==> src/rtl/alu_arbiter.sv <==
// Round-robin arbiter that shares one external combinational ALU between two requesters.
// Each accepted operation returns one registered response tagged with the requester id.
//
// state | meaning
// IDLE  | waiting for a request; the granted requester sees ready
// EXEC  | registered operands are stable at the ALU; the result is captured at the next edge
// RESP  | response held valid until the consumer takes it
module alu_arbiter #(
  parameter int WIDTH = 5,
  parameter int SEL_W = 2
) (
  input  logic             clk,
  input  logic             rst,
  input  logic             req0_valid,
  output logic             req0_ready,
  input  logic [SEL_W-1:0] req0_s,
  input  logic [WIDTH-1:0] req0_x,
  input  logic [WIDTH-1:0] req0_y,
  input  logic             req0_cin,
  input  logic             req1_valid,
  output logic             req1_ready,
  input  logic [SEL_W-1:0] req1_s,
  input  logic [WIDTH-1:0] req1_x,
  input  logic [WIDTH-1:0] req1_y,
  input  logic             req1_cin,
  output logic [SEL_W-1:0] alu_s,
  output logic [WIDTH-1:0] alu_x,
  output logic [WIDTH-1:0] alu_y,
  output logic             alu_cin,
  input  logic [WIDTH-1:0] alu_f,
  input  logic             alu_cout,
  output logic             rsp_valid,
  input  logic             rsp_ready,
  output logic             rsp_id,
  output logic [WIDTH-1:0] rsp_f,
  output logic             rsp_cout,
  output logic             busy
);

  localparam logic [1:0] S_IDLE = 2'd0;
  localparam logic [1:0] S_EXEC = 2'd1;
  localparam logic [1:0] S_RESP = 2'd2;

  logic [1:0]       r_state;
  logic             r_last_id;
  logic [SEL_W-1:0] r_alu_s;
  logic [WIDTH-1:0] r_alu_x;
  logic [WIDTH-1:0] r_alu_y;
  logic             r_alu_cin;
  logic             r_rsp_valid;
  logic             r_rsp_id;
  logic [WIDTH-1:0] r_rsp_f;
  logic             r_rsp_cout;

  logic w_idle;
  logic w_grant0;
  logic w_grant1;

  // On a tie the requester that was not served last wins.
  assign w_idle   = (r_state == S_IDLE);
  assign w_grant0 = req0_valid & (~req1_valid | r_last_id);
  assign w_grant1 = req1_valid & (~req0_valid | ~r_last_id);

  assign req0_ready = w_idle & w_grant0;
  assign req1_ready = w_idle & w_grant1;

  always_ff @(posedge clk) begin
    if (rst) begin
      r_state     <= S_IDLE;
      r_last_id   <= 1'b1;
      r_alu_s     <= '0;
      r_alu_x     <= '0;
      r_alu_y     <= '0;
      r_alu_cin   <= 1'b0;
      r_rsp_valid <= 1'b0;
      r_rsp_id    <= 1'b0;
      r_rsp_f     <= '0;
      r_rsp_cout  <= 1'b0;
    end else begin
      case (r_state)
        S_IDLE: begin
          if (w_grant0) begin
            r_alu_s   <= req0_s;
            r_alu_x   <= req0_x;
            r_alu_y   <= req0_y;
            r_alu_cin <= req0_cin;
            r_rsp_id  <= 1'b0;
            r_last_id <= 1'b0;
            r_state   <= S_EXEC;
          end else if (w_grant1) begin
            r_alu_s   <= req1_s;
            r_alu_x   <= req1_x;
            r_alu_y   <= req1_y;
            r_alu_cin <= req1_cin;
            r_rsp_id  <= 1'b1;
            r_last_id <= 1'b1;
            r_state   <= S_EXEC;
          end
        end
        S_EXEC: begin
          r_rsp_f     <= alu_f;
          r_rsp_cout  <= alu_cout;
          r_rsp_valid <= 1'b1;
          r_state     <= S_RESP;
        end
        S_RESP: begin
          if (rsp_ready) begin
            r_rsp_valid <= 1'b0;
            r_state     <= S_IDLE;
          end
        end
        default: r_state <= S_IDLE;
      endcase
    end
  end

  assign alu_s     = r_alu_s;
  assign alu_x     = r_alu_x;
  assign alu_y     = r_alu_y;
  assign alu_cin   = r_alu_cin;
  assign rsp_valid = r_rsp_valid;
  assign rsp_id    = r_rsp_id;
  assign rsp_f     = r_rsp_f;
  assign rsp_cout  = r_rsp_cout;
  assign busy      = ~w_idle;

endmodule

==> config.mk <==
export PLATFORM = sky130hd
export DESIGN_NAME = alu_arbiter
export DESIGN_NICKNAME = d
export VERILOG_FILES = /design/src/rtl/alu_arbiter.sv
export SDC_FILE = /design/constraint.sdc
export NUM_CORES = 1
export LEC_CHECK = 0
export CORE_MARGIN = 3
export CORE_UTILIZATION = 41
export CTS_CLUSTER_SIZE = 10
export DETAILED_ROUTE_END_ITERATION = 8
export HOLD_SLACK_MARGIN = 0.03
export PLACE_DENSITY = 0.83
export RECOVER_POWER = 25
export SYNTH_ARGS = -nofsm -noshare
export SYNTH_HDL_FRONTEND = slang
export SYNTH_SLANG_ARGS = --single-unit
export TNS_END_PERCENT = 20
==> constraint.sdc <==
create_clock -name clk -period 3 [get_ports clk]
set_input_delay 0.6 -clock clk [delete_from_list [all_inputs] [get_ports clk]]
set_output_delay 0.6 -clock clk [all_outputs]
set_load 0.02 [all_outputs]
After elaboration in Yosys (flattened, before gate mapping). Index checks and enable logic that the tools add are counted.

Register bits: 24. Input port bits: 37. Output and inout port bits: 24. Word-level logic and storage cells: 46.

Eq/ne operators: 4. Multiplexer cells: 16. Bitwise gates (word level): 10. Reduce and logical (&&, ||, !) cells: 6.

Operators with widths (count): $mux 5 (4); $mux 2 (5); $pmux 2 s3 (1); $reduce_and 2->1 (3); $mux 1 (5); $and 1x1->1 (4); $not 1->1 (4); $reduce_bool 2->1 (2); $ne 3x1->1 const B (1); $eq 2x1->1 const B (1); $eq 2x2->1 const B (1); $logic_not 2->1 (1); $ne 2x2->1 const B (1); $or 1x1->1 (2); $pmux 1 s2 (1).

Longest topological paths before layout. Gate-level depths: netlist (run 1).

Depth after elaboration: 6. Gate-level depth with buffers: 6. Mapped depth without buffers: 3.

Worst setup path after synthesis (run 1). No wires, ideal clock.

Kind: input to output. Start: in req0_valid. End: out req0_ready. Arrival time: 1.443 ns. Required time: 2.400 ns. Setup slack: 0.957 ns. Stages on the path: 4. Buffers on the path: 2. Cells stage by stage: buf_6 inv_1 clkbuf_1 nor3_1.

Word-level cells in the longest chain between the ends: 2.

RTL lines: from (decl) (RTL line 14) `input logic req0_valid,`; $and 1x1->1 (RTL line 61) `assign w_grant0 = req0_valid & (~req1_valid | r_last_id);`; $and 1x1->1 (RTL line 64) `assign req0_ready = w_idle & w_grant0;`; to (decl) (RTL line 15) `output logic req0_ready,`.

No other way between the ends.

Worst setup path after layout (run 1).
Start: in req1_valid. End: out req1_ready.

Word-level cells in the longest chain between the ends: 2.

RTL lines: from (decl) (RTL line 20) `input logic req1_valid,`; $and 1x1->1 (RTL line 62) `assign w_grant1 = req1_valid & (~req0_valid | ~r_last_id);`; $and 1x1->1 (RTL line 65) `assign req1_ready = w_idle & w_grant1;`; to (decl) (RTL line 21) `output logic req1_ready,`.

No other way between the ends.

==> results of run 1 <==
[layer usage]
| metal | part of all wire | vias to the layer above | track usage |
|---|---|---|---|
| met1 | 0.39 | 567 | 0.236 |
| met2 | 0.53 | 45 | 0.375 |
| met3 | 0.055 | 8 | 0.0395 |
| li1 | - | 577 | - |
| met4 | 0.020 | 0 | 0.0647 |
| met5 | 0 | - | 0 |
[cell usage in the layout, fill, tap and decap left out, types with 2 or more instances in the layout]
master                            Yosys  routed
sky130_fd_sc_hd__nor2_1              11      11
sky130_fd_sc_hd__inv_1                2       2
sky130_fd_sc_hd__clkbuf_4             0       3
sky130_fd_sc_hd__buf_4                0       6
sky130_fd_sc_hd__nand3_1             13      13
sky130_fd_sc_hd__mux2i_1              6       6
sky130_fd_sc_hd__a21oi_1             14      14
sky130_fd_sc_hd__o21ai_0             12      13
sky130_fd_sc_hd__or3b_1               2       2
sky130_fd_sc_hd__clkdlybuf4s50_1      0      59
sky130_fd_sc_hd__nor2b_1              3       3
sky130_fd_sc_hd__a311oi_2             9       9
sky130_fd_sc_hd__dfxtp_1             24      24
sky130_fd_sc_hd__a311oi_1             4       4
[where the power goes]
group | switching [W] | total [W] | internal, W
Clock | 0.0000959 | 0.000170 | 0.0000741
Combinational | 0.000145 | 0.000297 | 0.000152
Sequential | 0.0000204 | 0.000373 | 0.000353
[registers in the layout (all words and copies together), names as in the netlist]
register / flops
alu_s: 2
alu_cin: 1
rsp_cout: 1
rsp_valid: 1
rsp_f: 5
alu_x: 5
alu_y: 5
r_last_id: 1
rsp_id: 1
r_state: 2
[kinds of logic after synthesis]
| group | share of synthesized area |
|---|---|
| buffers and inverters | 0.0689 |
| flip-flops | 0.420 |
| AND/OR/NAND/NOR | 0.172 |
| multiplexers | 0.0525 |
| AO/OA/AOI/OAI | 0.287 |
[worst paths after layout]
kind / to / start
min reg2reg: rsp_f[0] / rsp_f[0]
max: req1_ready / req1_valid
min: rsp_f[0] / rsp_f[0]
max reg2reg: alu_s[1] / r_state[1]
[worst reg2reg max path, stage by stage, from the launching register on]
cell,delay [ns]
sky130_fd_sc_hd__dfxtp_1,0.39
sky130_fd_sc_hd__nor2_2,0.14
sky130_fd_sc_hd__buf_4,0.21
sky130_fd_sc_hd__and2_0,0.81
sky130_fd_sc_hd__a311oi_2,0.22
[stage by stage]
step	hold slack [ns]	power, W	instances
final	0.519	0.000840	212
after global routing	0.555	0.000886	212
after CTS	0.525	0.000850	212
after detailed placement	0.493	0.000682	208
after global placement	0.475	0.000672	208
after floorplan	0.518	0.000544	124
[layout make-up]
cell class	count	share of cell area
repair buffers	66	0.361
multi-input cells	86	0.324
well taps	30	0.0210
clock buffers	4	0.0203
inverters	2	0.00420
flip-flops and latches	24	0.269
==> out/summary.txt, run 1 <==
Run status: finished, final reports clean
Ratio of cells with drive above 1 in the final layout: 0.110
Achievable Freq: 355 MHz
Headroom to the max-slew limit: 0.339
Drt wl/cell: 16.0 um
Kind of start point of the critical path: primary input
Crit-path max FO: 2
Measured slew at the worst slew-check pin: 0.991 ns
Root Buffer Master: sky130_fd_sc_hd__clkbuf_4
Antenna violations before repair: 0
Setup TNS Final: 0 ns
CP bufs+invs: 2
Data required time at the worst endpoint: 2.40 ns
Maximum number of pins on one net before global-route repair: 25
Fillers: 217
Maximum vdd drop: 0.000381 V
Number of vias per cell after detailed routing: 5.65
Number of nets still failing antenna checks after routing: 0
Maximum clock skew at final layout: 0.00244 ns
Most used standard cells in the synthesized netlist: sky130_fd_sc_hd__dfxtp_1 (24), sky130_fd_sc_hd__a21oi_1 (14), sky130_fd_sc_hd__nand3_1 (13)
Number of synthesized register bits: 24
Post-route setup slack: 0.182 ns
Distinct cells, synth: 26
Dominant register cell in the synthesized netlist: sky130_fd_sc_hd__dfxtp_1
Unrepaired setup endpoints after global routing: false
Std-Cell Rows: 18
Horiz. Die Dim: 58.8 um
Starting utilization of the core area: 0.445
Total of max-cap violations: 0
Internal reg-to-reg setup slack: 1.07 ns
Number of design-rule violations left by the first detailed-router iteration: 59
CP most frequent cell: sky130_fd_sc_hd__clkdlybuf4s50_1
Setup-failing EPs final: 0
Final-report max-slew violation count: 0
Arrival time worst endpoint: 2.22 ns
Routed vias: 1,197
Number of hold buffers added after cts: 0
Clock transition at the register clock pins on the worst setup and hold paths after CTS: 0.13 ns
Total placed instance area: 0.00176 mm^2
WP depth: 4
Number of enable-type register cells in the synthesized netlist: 0
Final net count: 220
Area share of the largest cell type after synthesis: 0.420
Leakage power: 0.643 nW
TritonCTS clock tree: done
Global-route wire length before repair: 5460 um
Remaining global-route overflow: 0
Master of the slowest instance on the critical path: sky130_fd_sc_hd__clkdlybuf4s50_1
Worst path cell trace: clkdlybuf4s50_1, or3b_1, a21oi_1, clkdlybuf4s50_1
Post-layout instance area: 0.00179 mm^2
Cell with the most instances after synthesis: sky130_fd_sc_hd__dfxtp_1
Post-synthesis instance total: 124
DRC errors left: 0
Number of buffers created by CTS: 3
Synthesized area: 0.00114 mm^2
Synthesized area per cell: 9.22 um^2
Final Critical Period: 2.82 ns
Main area contributors after synthesis: sky130_fd_sc_hd__dfxtp_1 (42%), sky130_fd_sc_hd__a311oi_2 (12%), sky130_fd_sc_hd__a21oi_1 (6.1%)
Hold Crit Class: flip-flop to flip-flop
Wire length after detailed routing: 3400 um
Last weighted congestion value of the routability-driven placer: 0.729
Crit share post-route: 0.939
FFs w/ async S/R, synth: 0
Layout-stage area growth over the synthesis result: 56.2%
Synth Net Count: 161
Buffers from clock root to sink, at most: 2
Die area: 0.00346 mm^2
Clock latency at the later pin of the worst-skew pair: 0.31 ns
Cell type group with the largest total delay on the critical path: buffers and inverters
Register area: 480 um^2
Number of port buffers: 60
Count of clock tree sinks: 24
Placement Setup Slack: 0.202 ns
Leading area contributor after synthesis: sky130_fd_sc_hd__dfxtp_1
Placeable core region: 0.00257 mm^2
Post-DP HPWL: 2560 um
Utilization of the core after routing: 0.696
Count of pins on the block boundary: 61
Area occupied by multi-input gates: 579 um^2
Number of warning messages in the yosys log: 0
Count of antenna diodes in the layout: 0
Power density normalized to cell area: 470 mW/mm^2
Via count of the first global-routing pass: 1,191
Post-CTS Setup Inserts: 0
TritonRoute pass-1 iters: 6
Worst setup EP type: output port
Sequential cell area fraction in the yosys report: 0.420
CP Class: primary input to output port
Die outline height: 58.8 um
Largest incremental delay on the critical path: 0.62 ns
Combined global-route utilization of all metal layers: 0.205
# H-tree levels: 1
Number of hold violations in the final report: 0
Cells resized by post-CTS repair: 0
Cell depth of the worst min-delay path: 2
Worst-case reg-to-reg path depth: 4
(Power assumes the default switching activity.)
==> inputs of run 2 (changes only) <==
Settings changed: CORE_UTILIZATION 41 to 38, PLACE_DENSITY 0.83 to 0.78.
Clock period 3 ns to 2.8 ns, I/O delays scaled along.
==> run 2 against run 1 <==
Against the previous run: sequential power up 7.5%; combinational power is 6.7% higher; via count rose by 0.67%; sequential cell count is the same; first-iteration DRC count shrank 17%; clock skew increased by 0.0038 ns; critical path depth unchanged; critical path type unchanged; highest routed layer unchanged.
==> out/summary.txt, run 2 (synthesis results as in run 1) <==
Cell depth of the worst min-delay path: 2 (unchanged)
Clock transition at the register clock pins on the worst setup and hold paths after CTS: 0.13 ns (about the same)
Number of design-rule violations left by the first detailed-router iteration: 49 (-17%)
Cells resized by post-CTS repair: 0 (unchanged)
Clock power frac: 0.262 (+0.060)
Final net count: 220 (unchanged)
Clock latency at the later pin of the worst-skew pair: 0.32 ns (about the same)
CP most frequent cell: sky130_fd_sc_hd__clkdlybuf4s50_1
Switching component of the power: 0.000286 W (+9.4%)
Post-layout instance area: 0.00180 mm^2 (+0.98%)
TritonRoute pass-1 iters: 4 (-2)
Ratio of cells with drive above 1 in the final layout: 0.110 (unchanged)
Headroom to the max-slew limit: 0.367 (+0.0282)
Placement Setup Slack: 0.0942 ns (-0.107 ns)
Number of hold violations in the final report: 0 (unchanged)
Most used cells in the layout excluding fill and tap cells: sky130_fd_sc_hd__clkdlybuf4s50_1 (60), sky130_fd_sc_hd__dfxtp_1 (24), sky130_fd_sc_hd__a21oi_1 (14), sky130_fd_sc_hd__nand3_1 (13), sky130_fd_sc_hd__o21ai_0 (13)
Number of port buffers: 60 (unchanged)
WP depth: 4 (unchanged)
Std-Cell Rows: 19 (+1)
Number of vias per cell after detailed routing: 5.66 (+0.20%)
# H-tree levels: 1 (unchanged)
Antenna violations before repair: 0 (unchanged)
Wire length after detailed routing: 3390 um (-0.27%)
Starting utilization of the core area: 0.408 (-0.0377)
Count of clock tree sinks: 24 (unchanged)
Maximum vdd drop: 0.000382 V (+0.31%)
Post-CTS Setup Inserts: 0 (unchanged)
Commonest non-fill, non-tap cell in the layout: sky130_fd_sc_hd__clkdlybuf4s50_1
CP bufs+invs: 2 (unchanged)
Post-DP HPWL: 2550 um (-0.64%)
Worst path cell trace: clkdlybuf4s50_1, or3b_1, a21oi_1, clkdlybuf4s50_1
Non-Filler Instances: 213 (+0.47%)
Remaining global-route overflow: 0 (unchanged)
Final Critical Period: 2.72 ns
Drt wl/cell: 15.9 um (-0.73%)
Number of buffers created by CTS: 3 (unchanged)
Worst-case reg-to-reg path depth: 4 (unchanged)
Global-route wire length before repair: 5330 um (-2.4%)
Final-report max-slew violation count: 0 (unchanged)
Largest incremental delay on the critical path: 0.62 ns (about the same)
Combined global-route utilization of all metal layers: 0.192 (-0.0121)
Arrival time worst endpoint: 2.16 ns (-0.06 ns)
Leakage power: 0.650 nW (+1.0%)
Post-route setup slack: 0.0828 ns (-0.0997 ns)
Count of pins on the block boundary: 61 (unchanged)
Die area: 0.00370 mm^2 (+7.1%)
Total placed instance area: 0.00176 mm^2 (about the same)
Maximum clock skew at final layout: 0.00624 ns (+0.00380 ns)
Power density normalized to cell area: 539 mW/mm^2 (+15%)
Crit share post-route: 0.970
Unrepaired setup endpoints after global routing: false
Number of nets still failing antenna checks after routing: 0 (unchanged)
Power share of the sequential group: 0.412 (-0.032)
Data required time at the worst endpoint: 2.24 ns (-0.16 ns)
Count of antenna diodes in the layout: 0 (unchanged)
Cell type group with the largest total delay on the critical path: buffers and inverters
Power share of the combinational group: 0.326 (-0.028)
Master of the slowest instance on the critical path: sky130_fd_sc_hd__clkdlybuf4s50_1
Setup-failing EPs final: 0 (unchanged)
Maximum number of pins on one net before global-route repair: 18 (-28%)
Kind of start point of the critical path: primary input
TritonCTS clock tree: done
Utilization of the core after routing: 0.643 (-0.0527)
Run status: finished, final reports clean
Routed vias: 1,205 (+0.67%)
Setup TNS Final: 0 ns (unchanged)
Switching portion of total power: 0.295 (-0.0168)
Crit-path max FO: 2 (unchanged)
Total of max-cap violations: 0 (unchanged)
Measured slew at the worst slew-check pin: 0.949 ns (-0.0422 ns)
CP Class: primary input to output port
Placeable core region: 0.00281 mm^2 (+9.3%)
Worst setup EP type: output port
Layout-stage area growth over the synthesis result: 57.8%
Horiz. Die Dim: 60.9 um (+3.5%)
Root Buffer Master: sky130_fd_sc_hd__clkbuf_4
Internal power: 0.000686 W (+19%)
Last weighted congestion value of the routability-driven placer: 0.793 (+8.8%)
Number of hold buffers added after cts: 0 (unchanged)
Buffers from clock root to sink, at most: 2 (unchanged)
DRC errors left: 0 (unchanged)
Via count of the first global-routing pass: 1,153 (-3.2%)
Die outline height: 60.9 um (+3.5%)
Achievable Freq: 368 MHz
Hold Crit Class: flip-flop to flip-flop
Number of instances in the placed design: 209 (+0.48%)
-- run 2: cell types whose count changed in the layout (fill, tap and decap cells not counted) --
cell and delta:
sky130_fd_sc_hd__clkbuf_8 -1, sky130_fd_sc_hd__bufinv_16 +1, sky130_fd_sc_hd__dlygate4sd3_1 -1, sky130_fd_sc_hd__clkdlybuf4s50_1 +1
-- run 2: final timing paths --
| kind | start | slack, ns | endpoint |
|---|---|---|---|
| worst max-delay path | req1_valid | 0.08 | req1_ready |
| worst min-delay path | rsp_f[2] | 0.51 | rsp_f[2] |
| worst max register to register | r_state[1] | 0.90 | alu_y[1] |
| worst min register to register | rsp_f[2] | 0.51 | rsp_f[2] |
-- run 2: tightest hold or removal path, stage by stage, from the launching register on --
cell and delay, ns:
sky130_fd_sc_hd__dfxtp_1 0.35, sky130_fd_sc_hd__mux2i_1 0.06, sky130_fd_sc_hd__nor2_1 0.07
-- run 2: power by group through the flow --
stage	logic, W	clock network (W)	registers (W)
5_1_grt	0.000342	0.000269	0.000405
3_5_place_dp	0.000320	0	0.000408
3_3_place_gp	0.000315	0	0.000406
6_report	0.000317	0.000255	0.000401
4_1_cts	0.000321	0.000260	0.000401
2_1_floorplan	0.000139	0	0.000444
-- run 2: stage by stage --
step / hold slack (ns) / power (W)
detailed placement: 0.482 / 0.000728
global route: 0.552 / 0.00102
floorplan: 0.518 / 0.000583
finish: 0.506 / 0.000972
global placement: 0.476 / 0.000722
CTS: 0.513 / 0.000982
-- run 2: routing by layer --
layer  wire length, um  vias up  track usage
li1                  -      574            -
met4                34        0       0.0464
met5                 0        -            0
met2              1840       38        0.356
met1              1370      589        0.230
met3               148        4       0.0319
-- run 2: area by class of cell --
cell class | count | area, um^2
clock buffers | 3 | 22.5
clock inverters | 1 | 30.0
fillers | 233 | 1000
inverters | 2 | 7.51
multi-input cells | 86 | 579
flip-flops and latches | 24 | 480
well taps | 31 | 38.8
repair buffers | 66 | 646
